<file path="config.mk">
export PLATFORM = sky130hd
export DESIGN_NAME = alu_ctrl_seq
export DESIGN_NICKNAME = d
export VERILOG_FILES = /design/src/rtl/alu_ctrl_seq.sv
export SDC_FILE = /design/constraint.sdc
export NUM_CORES = 1
export LEC_CHECK = 0
export ABC_AREA = 1
export CELL_PAD_IN_SITES_DETAIL_PLACEMENT = 1
export CELL_PAD_IN_SITES_GLOBAL_PLACEMENT = 1
export CORE_MARGIN = 8
export CORE_UTILIZATION = 33
export CTS_BUF_LIST = sky130_fd_sc_hd__clkbuf_4
export CTS_CLUSTER_DIAMETER = 50
export DETAILED_ROUTE_END_ITERATION = 10
export PLACE_DENSITY_LB_ADDON = 0.1
export REMOVE_ABC_BUFFERS = 1
export SLEW_MARGIN = 20
export SYNTH_ARGS = -nofsm -noshare
export SYNTH_HDL_FRONTEND = slang
export SYNTH_SLANG_ARGS = --single-unit
export TNS_END_PERCENT = 50
</file>
<file path="constraint.sdc">
create_clock -name Clk -period 1.9 [get_ports Clk]
set_input_delay 0.38 -clock Clk [delete_from_list [all_inputs] [get_ports Clk]]
set_output_delay 0.38 -clock Clk [all_outputs]
set_load 0.005 [all_outputs]
</file>
<file path="src/rtl/alu_ctrl_seq.sv">
// Registered ALU control decoder for the EX stage with multi-cycle sequencing (mul, clo, clz).
// Optional trap on undecodable ops: define ALU_CTRL_ILLEGAL_TRAP_EN.
module alu_ctrl_seq #(
  parameter int CTRL_W  = 6,
  parameter int MUL_LAT = 4,
  parameter int CNT_LAT = 2
) (
  input  logic              Clk,
  input  logic              Rst,
  input  logic              InValid,
  input  logic [5:0]        ALUOp,
  input  logic [5:0]        Function,
  input  logic              Stall,
  input  logic              Flush,
  output logic              InReady,
  output logic              CtrlValid,
  output logic [CTRL_W-1:0] ALUControlInput,
  output logic              SelShift,
  output logic              Busy,
  output logic              OpDone,
  output logic              Illegal
);

  localparam int MAXL = (MUL_LAT > CNT_LAT) ? MUL_LAT : CNT_LAT;
  localparam int CW   = (MAXL > 1) ? $clog2(MAXL) : 1;
  localparam logic [CW-1:0] MUL_CNT = CW'(MUL_LAT - 1);
  localparam logic [CW-1:0] BIT_CNT = CW'(CNT_LAT - 1);
`ifdef ALU_CTRL_ILLEGAL_TRAP_EN
  localparam logic TRAP = 1'b1;
`else
  localparam logic TRAP = 1'b0;
`endif

  typedef struct packed {
    logic [5:0]    code;
    logic          sel;
    logic [CW-1:0] cnt;
    logic          dflt;
  } dec_t;

  dec_t          dec;
  logic [CW-1:0] cnt;
  logic          accept;

  always_comb begin
    dec = '0;
    case (ALUOp)
      6'b000000: dec.code = 6'b000010;
      6'b000001: dec.code = 6'b000110;
      6'b000100,
      6'b001000: dec.code = 6'b010011;
      6'b000110: dec.code = 6'b000111;
      6'b000111: dec.code = 6'b001101;
      6'b001011: dec.code = 6'b000001;
      6'b011001: dec.code = 6'b000000;
      6'b001010: dec.code = 6'b010100;
      6'b100001, 6'b100010, 6'b100011,
      6'b100100, 6'b100101, 6'b100110: dec.code = ALUOp;
      6'b000010: begin
        case (Function)
          6'b100000, 6'b100001: dec.code = 6'b010011;
          6'b100010: dec.code = 6'b000110;
          6'b100100: dec.code = 6'b000000;
          6'b100101: dec.code = 6'b000001;
          6'b101010: dec.code = 6'b000111;
          6'b100111: dec.code = 6'b001110;
          6'b101011: dec.code = 6'b010100;
          6'b100110: dec.code = 6'b001101;
          6'b000000: begin dec.code = 6'b001000; dec.sel = 1'b1; end
          6'b000010: begin dec.code = 6'b001001; dec.sel = 1'b1; end
          6'b000011: begin dec.code = 6'b001011; dec.sel = 1'b1; end
          6'b000100: dec.code = 6'b010000;
          6'b000110: dec.code = 6'b010001;
          6'b000111: dec.code = 6'b010010;
          6'b001010: dec.code = 6'b001010;
          6'b001011: dec.code = 6'b001111;
          6'b001000: dec.code = 6'b100000;
          default:   begin dec.code = 6'b000010; dec.dflt = 1'b1; end
        endcase
      end
      6'b000101: begin
        case (Function)
          6'b000010: begin dec.code = 6'b000011; dec.cnt = MUL_CNT; end
          6'b100001: begin dec.code = 6'b000100; dec.cnt = BIT_CNT; end
          6'b100000: begin dec.code = 6'b000101; dec.cnt = BIT_CNT; end
          default:   dec.dflt = 1'b1;
        endcase
      end
      default: dec.dflt = 1'b1;
    endcase
    // Trapped ops still issue, as a harmless single-cycle zero code
    if (TRAP && dec.dflt) begin
      dec.code = '0;
      dec.sel  = 1'b0;
      dec.cnt  = '0;
    end
  end

  assign Busy    = CtrlValid && (cnt != '0);
  assign OpDone  = CtrlValid && (cnt == '0);
  assign InReady = !Busy && !Stall;
  assign accept  = InValid && !Flush && !Stall && !Busy;

  always_ff @(posedge Clk or posedge Rst) begin
    if (Rst) begin
      CtrlValid       <= 1'b0;
      ALUControlInput <= '0;
      SelShift        <= 1'b0;
      cnt             <= '0;
    end else if (Flush) begin
      CtrlValid       <= 1'b0;
      ALUControlInput <= '0;
      SelShift        <= 1'b0;
      cnt             <= '0;
    end else if (!Stall) begin
      if (accept) begin
        CtrlValid       <= 1'b1;
        ALUControlInput <= CTRL_W'(dec.code);
        SelShift        <= dec.sel;
        cnt             <= dec.cnt;
      end else if (Busy) begin
        cnt <= cnt - 1'b1;
      end else begin
        CtrlValid       <= 1'b0;
        ALUControlInput <= '0;
        SelShift        <= 1'b0;
      end
    end
  end

`ifdef ALU_CTRL_ILLEGAL_TRAP_EN
  always_ff @(posedge Clk or posedge Rst) begin
    if (Rst)
      Illegal <= 1'b0;
    else if (accept && dec.dflt)
      Illegal <= 1'b1;
  end
`else
  assign Illegal = 1'b0;
`endif

endmodule

</file>
### After elaboration in Yosys (flattened, before gate mapping)

Cells that the tools add are included.
Widths: inputs -> output; s select.

| operators by class | value |
|---|---|
| add/sub/neg operators | 1 |
| equal/unequal tests | 34 |
| multiplexer cells | 22 |
| reduce and logical (&&, ||, !) cells | 20 |

Operator list:

| cell | number |
|---|---|
| $pmux 6 s17 | 1 |
| $eq 6x6->1 const B | 15 |
| $pmux 6 s10 | 1 |
| $eq 6x3->1 const B | 7 |
| $eq 6x4->1 const B | 6 |
| $mux 6 | 4 |
| $eq 6x2->1 const B | 3 |
| $logic_not 6->1 | 2 |
| $mux 2 | 5 |
| $mux 1 | 9 |
| $pmux 3 s3 | 1 |
| $eq 6x1->1 const B | 1 |
| $logic_and 1x1->1 | 6 |
| $reduce_or 6->1 | 1 |
| $pmux 2 s2 | 1 |
| $reduce_and 2->1 | 2 |
| $reduce_or 2->1 | 2 |
| $logic_not 1->1 | 3 |
| $ne 3x2->1 const B | 1 |
| $reduce_bool 3->1 | 1 |
| $reduce_or 3->1 | 1 |
| $logic_not 2->1 | 1 |
| $ne 2x1->1 const B | 1 |
| $reduce_bool 2->1 | 1 |
| $sub 2x1->2 const B | 1 |

| word-level totals | value |
|---|---|
| flip-flop bits (word level) | 10 |
| bits of input ports | 17 |
| output and inout bits | 12 |
| logic and storage cells | 81 |

### Longest topological paths before layout

Gate-level depths: netlist (run 1).

| logic depth | value |
|---|---|
| depth after elaboration | 7 |
| gate-level depth with buffers | 13 |
| mapped depth without buffers | 13 |

### Worst setup path before layout (run 1)

OpenSTA, ideal clock, no wires.

| path | value |
|---|---|
| kind | flip-flop to flip-flop |
| start point | register cnt[0] |
| end point | register cnt[0] |
| library setup time | 0.128 ns |
| data arrival time | 1.327 ns |
| data required time | 1.772 ns |
| slack | 0.446 ns |
| cell stages (with the launch flop) | 10 |
| path buffers | 0 |
| period minus slack after synthesis | 1.454 ns |
| cells stage by stage | dfrtp_1 -> inv_1 -> ha_1 -> nor2_1 -> nor2_2 -> nand3_2 -> inv_4 -> o21ai_0 -> o221ai_1 -> o21ai_1 |

| on the way | value |
|---|---|
| word-level cells in the longest chain between the ends | 7 |
| elaborated cells on any way between the ends | 11 |
| those cells by class | add/sub (1); mux (4); reduce/logical (6) |

Ends and longest elaborated chain:

| item | RTL line | RTL |
|---|---|---|
| start: declaration | 42 | `logic [CW-1:0] cnt;` |
| start signal: assignment | 120 | `cnt <= dec.cnt;` |
| start signal: assignment | 122 | `cnt <= cnt - 1'b1;` |
| $reduce_bool 2->1 * | 99 | `assign Busy = CtrlValid && (cnt != '0);` |
| $logic_and 1x1->1 * | 99 |  |
| named net Busy | 19 | `output logic Busy,` |
| $logic_not 1->1 | 102 | `assign accept = InValid && !Flush && !Stall && !Busy;` |
| $logic_and 1x1->1 | 102 |  |
| $mux 2 | 116 | `if (accept) begin` |
| $mux 2 | 115 | `end else if (!Stall) begin` |
| $mux 2 | 110 | `end else if (Flush) begin` |

The timed path passes the listed nets; every way through them passes the cells marked *. The select of a mux whose other input is x is not followed.
A chain may end at the register's enable or synchronous reset.

### Final worst setup path (run 1)

| path | value |
|---|---|
| start point | register cnt[1] |
| end point | output port Busy |

| on the way | value |
|---|---|
| word-level cells in the longest chain between the ends | 2 |

Ends and longest elaborated chain:

| item | RTL line |
|---|---|
| $reduce_bool 2->1 | 99 |
| $logic_and 1x1->1 | 99 |
| end: declaration | 19 |

Every way passes these cells.

==> impl_metrics.yaml, run 1 <==
drt:
  wl_per_cell_um: 12.7
  via_count: 1284
  viasPerCell: 4.81
  routed_wl_um: 3390
  ant_nets: 0
  dr.pass1.iters: 4
  initialDrtViolationCount: 45
  drc: 0
critical_path:
  cp.required_ns: 1.52
  cp.arrival_ns: 1.46
  worstSetupPathType: "flop to output port"
  r2r_slack_ns: 0.36
  ff2ff_path_depth: 10
  start_kind: "flop"
  critPathCaptureType: "output port"
  rr_endpoint: "cnt[0]$_DFFE_PP0P_"
  crit_fanout: 3
  r2r-start: "cnt[0]$_DFFE_PP0P_"
synth:
  yosysWarningCount: 0
  synthArstFlopShare_pct: 100
  yosys.area.top_type: "dfrtp_1"
  synth_top_area_share_pct: 24.0
  synth-edff-count: 0
  synth_ff_type: "dfrtp_1"
  seq_area_frac_synth_pct: 24.0
  yosysMostFrequentCell: "nand2_1"
  synthesis.instances: 170
  synth.area.top_cells: "dfrtp_1, nand2_1, nand3_1"
  synth_area_um2: 1040
  synth_cell_types: 31
  avgSynthCellArea_um2: 6.14
  synth.ff_latch_count: 10
  synth_common_cells: "nand2_1, nand3_1, nor2_1, inv_1, dfrtp_1"
final_layout:
  instances_no_fill: 267
  nNetsFinal: 242
  diodes: 0
  drive_gt1_share_pct: 25.6
  syn_to_final_growth_pct: 51.3
power_and_ir_drop:
  total_power_uw: 597
  clkPwrFrac_pct: 25.2
  power.switching_uw: 195
  comb_power_share_pct: 37.5
  p_sw_share_pct: 32.6
  vdd_drop_max_v: 0.000121
  power.density_nw_per_um2: 378
  p_leak_nw: 0.785
  seqPwrFrac_pct: 37.3
  p_int_uw: 402
place:
  hpwl_um: 2990
  finalWeightedCongestion: 0.860
  port_buffers: 27
  dp_cells: 263
global_route:
  grt_overflow: 0
  grtUsageTotal_pct: 13.6
  grt_max_degree: 11
  antenna_found_initial: 0
  grt_pass1_vias: 1255
  grt_pass1_wl_um: 5690
outcome:
  status: "finished clean"
timing:
  whs_ns: 0.373
  finalSetupViolCount: 0
  max_freq_ghz: 0.544
  drv_slew: 0
  skew_ns: 0.0105
  rsz0062_at_grt: "no"
  fin_crit_sh_pct: 96.8
  hold_viol_final: 0
  fin_crit_ns: 1.84
floorplan:
  ios: 29
  initial_core_util_pct: 34.5
  die-area_um2: 5220
  dieWidth_um: 72.2
  die_y_um: 72.2
  coreArea_um2: 3030
  rows: 20
cts:
  cts_inserted_buffers: 3
  ctsRootBufferMaster: "clkbuf_4"
  h-tree-depth: 1
  clkLatencyLatePin_ns: 0.27
  tritoncts: "yes"
  cts.clk_slew.worst_paths_ns: 0.07
  cts.sinks: 10
  clk_path_buf_depth: 2
worst_hold_path:
  hold_path_class: "input pin to asynchronous set/reset pin"
run:
  maxCapViolations: 0
[power by group through the flow]
stage / sequential [mW] / combinational (mW) / clock, mW
after floorplan: 0.226 / 0.0977 / 0
after global placement: 0.226 / 0.208 / 0
after detailed placement: 0.226 / 0.217 / 0
after CTS: 0.222 / 0.226 / 0.156
after global routing: 0.224 / 0.246 / 0.162
final: 0.223 / 0.224 / 0.150
[worst max-delay path: stages (launching register included)]
cell and delay, ns:
dfrtp_1 0.34, inv_2 0.05, ha_4 0.16, nor2_4 0.12, clkdlybuf4s50_1 0.51
[worst max path at each step]
| stage | from | to | slack [ns] | cells past startpoint |
|---|---|---|---|---|
| 6_report | cnt[1]$_DFFE_PP0P_ | Busy | 0.06 | 4 |
| 3_3_place_gp | ALUOp[3] | ALUControlInput[1]$_DFFE_PP0P_ | -0.05 | 11 |
| 5_1_grt | cnt[0]$_DFFE_PP0P_ | Busy | 0.004 | 4 |
| 4_1_cts | cnt[0]$_DFFE_PP0P_ | OpDone | 0.006 | 5 |
| 3_5_place_dp | Function[3] | ALUControlInput[1]$_DFFE_PP0P_ | -0.08 | 11 |
| 2_1_floorplan | cnt[0]$_DFFE_PP0P_ | cnt[0]$_DFFE_PP0P_ | 0.45 | 9 |
[stage by stage]
step / setup TNS, ns / worst slack [ns] / utilization, % / area, µm²
after CTS: 0 / 0.00648 / 52.1 / 1580
final: 0 / 0.0617 / 52.1 / 1580
after global routing: 0 / 0.00393 / 52.1 / 1580
after floorplan: 0 / 0.446 / - / 1040
after global placement: -0.0465 / -0.0465 / 50.7 / 1530
after detailed placement: -0.196 / -0.0849 / 50.7 / 1530
[layer usage]
| layer | part of all wire, % | track usage (%) |
|---|---|---|
| met1 | 46 | 16.0 |
| met2 | 51 | 24.0 |
| met3 | 2.2 | 1.24 |
| met4 | 1.6 | 6.80 |
| met5 | 0 | 0 |
[placed cells by master (no fill, tap or decap), drive strengths merged]
cell type,instances
and2,1
a21o,1
nand3b,1
nand4,3
inv,20
clkbuf,3
o21ai,14
nand2,54
nor2,28
o211ai,1
buf,23
o221ai,1
o21bai,1
clkdlybuf4s50,26
dfrtp,10
dlygate4sd2,1
a31oi,1
conb,1
a21oi,3
or2,1
nor3,2
nand3,24
clkinv,2
ha,1
[flip-flops by register name (all words and copies together) (netlist names)]
signal,flops
cnt,2
SelShift,1
CtrlValid,1
ALUControlInput,6
[logic make-up (layout without fill, tap and decap cells)]
logic type | after synthesis | count (layout) | share of synthesized area (%)
buf+inv | 22 | 75 | 8.51
simple gates | 114 | 114 | 53.8
flops | 10 | 10 | 24.0
other cells | 1 | 1 | 0.359
fa+ha+maj | 1 | 1 | 1.20
compound gates | 22 | 22 | 12.1
[area by class of cell]
type / count / area, µm²
Multi-Input combinational cell: 138 / 724
Timing Repair Buffer: 50 / 442
Clock inverter: 1 / 3.75
Sequential cell: 10 / 250
Fill cell: 425 / 1450
Tap cell: 44 / 55.1
Inverter: 21 / 81.3
Clock buffer: 3 / 22.5
[timing repair]
item	in CTS	in global routing
pin swaps	1	0
endpoints found under the hold margin	0	0
hold buffers	0	0
setup endpoints to repair	2	2
buffers inserted	0	0
resized for setup	5	2
Note: power is estimated with default switching activity, not from simulation.
==> run 2, diff against run 1 <==
--- a/config.mk
+++ b/config.mk
@@ -15,6 +15,7 @@
 export DETAILED_ROUTE_END_ITERATION = 10
 export PLACE_DENSITY_LB_ADDON = 0.1
 export REMOVE_ABC_BUFFERS = 1
+export SETUP_SLACK_MARGIN = 0.1
 export SLEW_MARGIN = 20
 export SYNTH_ARGS = -nofsm -noshare
 export SYNTH_HDL_FRONTEND = slang
==> run 2 against run 1 <==
Effect of this change:
- utilization grew 1.2 points
- via count rose by 1.2%
- count of clock-buffer cells in the layout stayed put
- first-iteration DRC count is 13% lower
- sequential share of layout area is 0.37 points lower
- worst hold slack is essentially flat
- routed wire length is 0.77% higher
- cell count rose by 0.75%
- setup slack better by 0.17 ns
- combinational power is essentially flat
- total power grew 0.17%
- critical path depth up 5
==> impl_metrics.yaml, run 2 (same netlist as run 1, synthesis figures left out) <==
critical_path:
  ff2ff_path_depth: 10
  start_kind: "input pin"
  r2r_slack_ns: 0.36
  cp.required_ns: 2.12
  worstSetupPathType: "input pin to flop"
  rr_endpoint: "cnt[0]$_DFFE_PP0P_"
  r2r-start: "cnt[0]$_DFFE_PP0P_"
  crit_fanout: 4
  cp.arrival_ns: 1.88
  critPathCaptureType: "flop"
place:
  hpwl_um: 2990
  finalWeightedCongestion: 0.860
  port_buffers: 27
  place_ws_ns: -0.0849
drt:
  initialDrtViolationCount: 39
  ant_nets: 0
  viasPerCell: 4.83
  drc: 0
  wl_per_cell_um: 12.7
  via_count: 1299
  dr.pass1.iters: 4
  routed_wl_um: 3410
cts:
  cts.sinks: 10
  clk_path_buf_depth: 2
  hold_buffers: 0
  h-tree-depth: 1
  cts_inserted_buffers: 3
  clkLatencyLatePin_ns: 0.27
  ctsRootBufferMaster: "clkbuf_4"
  tritoncts: "yes"
  cts.clk_slew.worst_paths_ns: 0.07
timing:
  setup-tns-final_ns: 0
  rsz0062_at_grt: "yes"
  finalSetupViolCount: 0
  whs_ns: 0.373
  fin_crit_sh_pct: 87.9
  drv_slew: 0
  hold_viol_final: 0
  setup_ws_ns: 0.231
  max_freq_ghz: 0.599
  fin_crit_ns: 1.67
  skew_ns: 0.0106
final_layout:
  syn_to_final_growth_pct: 54.9
  diodes: 0
  nNetsFinal: 244
  top_regs: "ALUControlInput x6, cnt x2"
  layout_common_cells: "nand2_1, buf_4, nand3_1, clkdlybuf4s50_1, nor2_1"
  drive_gt1_share_pct: 26.7
  final_core_util_pct: 53.4
  largest_register_ff_count: 6
  layout_commonest_cell: "nand2_1"
  regMostFlops: "ALUControlInput"
power_and_ir_drop:
  p_leak_nw: 0.869
  comb_power_share_pct: 37.6
  vdd_drop_max_v: 0.000115
  power.switching_uw: 196
  total_power_uw: 598
  p_int_uw: 402
  p_sw_share_pct: 32.8
  seqPwrFrac_pct: 37.3
  clkPwrFrac_pct: 25.1
  power.density_nw_per_um2: 370
global_route:
  grt_overflow: 0
  grt_max_degree: 11
  grtUsageTotal_pct: 13.7
  grt_pass1_wl_um: 5710
  antenna_found_initial: 0
  grt_pass1_vias: 1255
floorplan:
  ios: 29
  die-area_um2: 5220
  die_y_um: 72.2
  coreArea_um2: 3030
  dieWidth_um: 72.2
  rows: 20
  initial_core_util_pct: 34.5
run:
  maxCapViolations: 0
outcome:
  status: "finished clean"
worst_hold_path:
  hold_path_class: "input pin to asynchronous set/reset pin"
[run 2: changes by cell type in the layout (fill, tap and decap cells not counted), sizes merged]
cell           delta
clkdlybuf4s50     -9
dlymetal6s2s      +7
buf               +2
dlygate4sd2       +2
[run 2: repair_timing]
| action | CTS | global route |
|---|---|---|
| endpoints found under the setup margin | 3 | 3 |
| buffers inserted | 0 | 2 |
| endpoints found under the hold margin | 0 | 0 |
| resized for setup | 9 | 9 |
| pin swaps | 1 | 2 |
[run 2: through the flow]
stage / instances / area [µm²]
global placement: 263 / 1530
detailed placement: 263 / 1530
floorplan: 169 / 1040
global route: 269 / 1620
CTS: 267 / 1580
finish: 269 / 1620
[run 2: final cells by class]
| cell class | count | area, µm² |
|---|---|---|
| inverters | 21 | 81.3 |
| multi-input cells | 138 | 732 |
| clock inverters | 1 | 3.75 |
| repair buffers | 52 | 472 |
| flip-flops and latches | 10 | 250 |
| fillers | 418 | 1410 |
| well taps | 44 | 55.1 |
| clock buffers | 3 | 22.5 |
[run 2: worst max path at each step]
stage | start | endpoint | slack [ns] | cells after the start
after floorplan | cnt[0]$_DFFE_PP0P_ | cnt[0]$_DFFE_PP0P_ | 0.45 | 9
after global placement | ALUOp[3] | ALUControlInput[1]$_DFFE_PP0P_ | -0.05 | 11
after detailed placement | Function[3] | ALUControlInput[1]$_DFFE_PP0P_ | -0.08 | 11
after CTS | Function[3] | ALUControlInput[1]$_DFFE_PP0P_ | 0.20 | 11
after global routing | ALUOp[2] | ALUControlInput[2]$_DFFE_PP0P_ | 0.1 | 9
final | ALUOp[2] | ALUControlInput[2]$_DFFE_PP0P_ | 0.23 | 9
[run 2: power by group through the flow]
| stage | clock [mW] | sequential (mW) | combinational (mW) |
|---|---|---|---|
| 6_report | 0.150 | 0.223 | 0.225 |
| 5_1_grt | 0.162 | 0.224 | 0.247 |
| 4_1_cts | 0.156 | 0.223 | 0.225 |
| 3_5_place_dp | 0 | 0.226 | 0.217 |
| 3_3_place_gp | 0 | 0.226 | 0.208 |
| 2_1_floorplan | 0 | 0.226 | 0.0977 |
[run 2: worst max-delay path, cell delays in order]
cell	delay (ns)
clkdlybuf4s50_1	0.53
inv_2	0.05
nor2_1	0.18
nand3_1	0.20
nor2_1	0.23
nor3_1	0.08
nand4_1	0.11
nand2_1	0.06
nand2_1	0.06
[run 2: metal layers]
metal / track usage, % / vias up / part of all wire [%]
met5: 0 / - / 0
met4: 6.80 / 0 / 1.6
met3: 1.24 / 4 / 2.6
met2: 24.0 / 16 / 51
met1: 16.1 / 613 / 45
li1: - / 666 / -
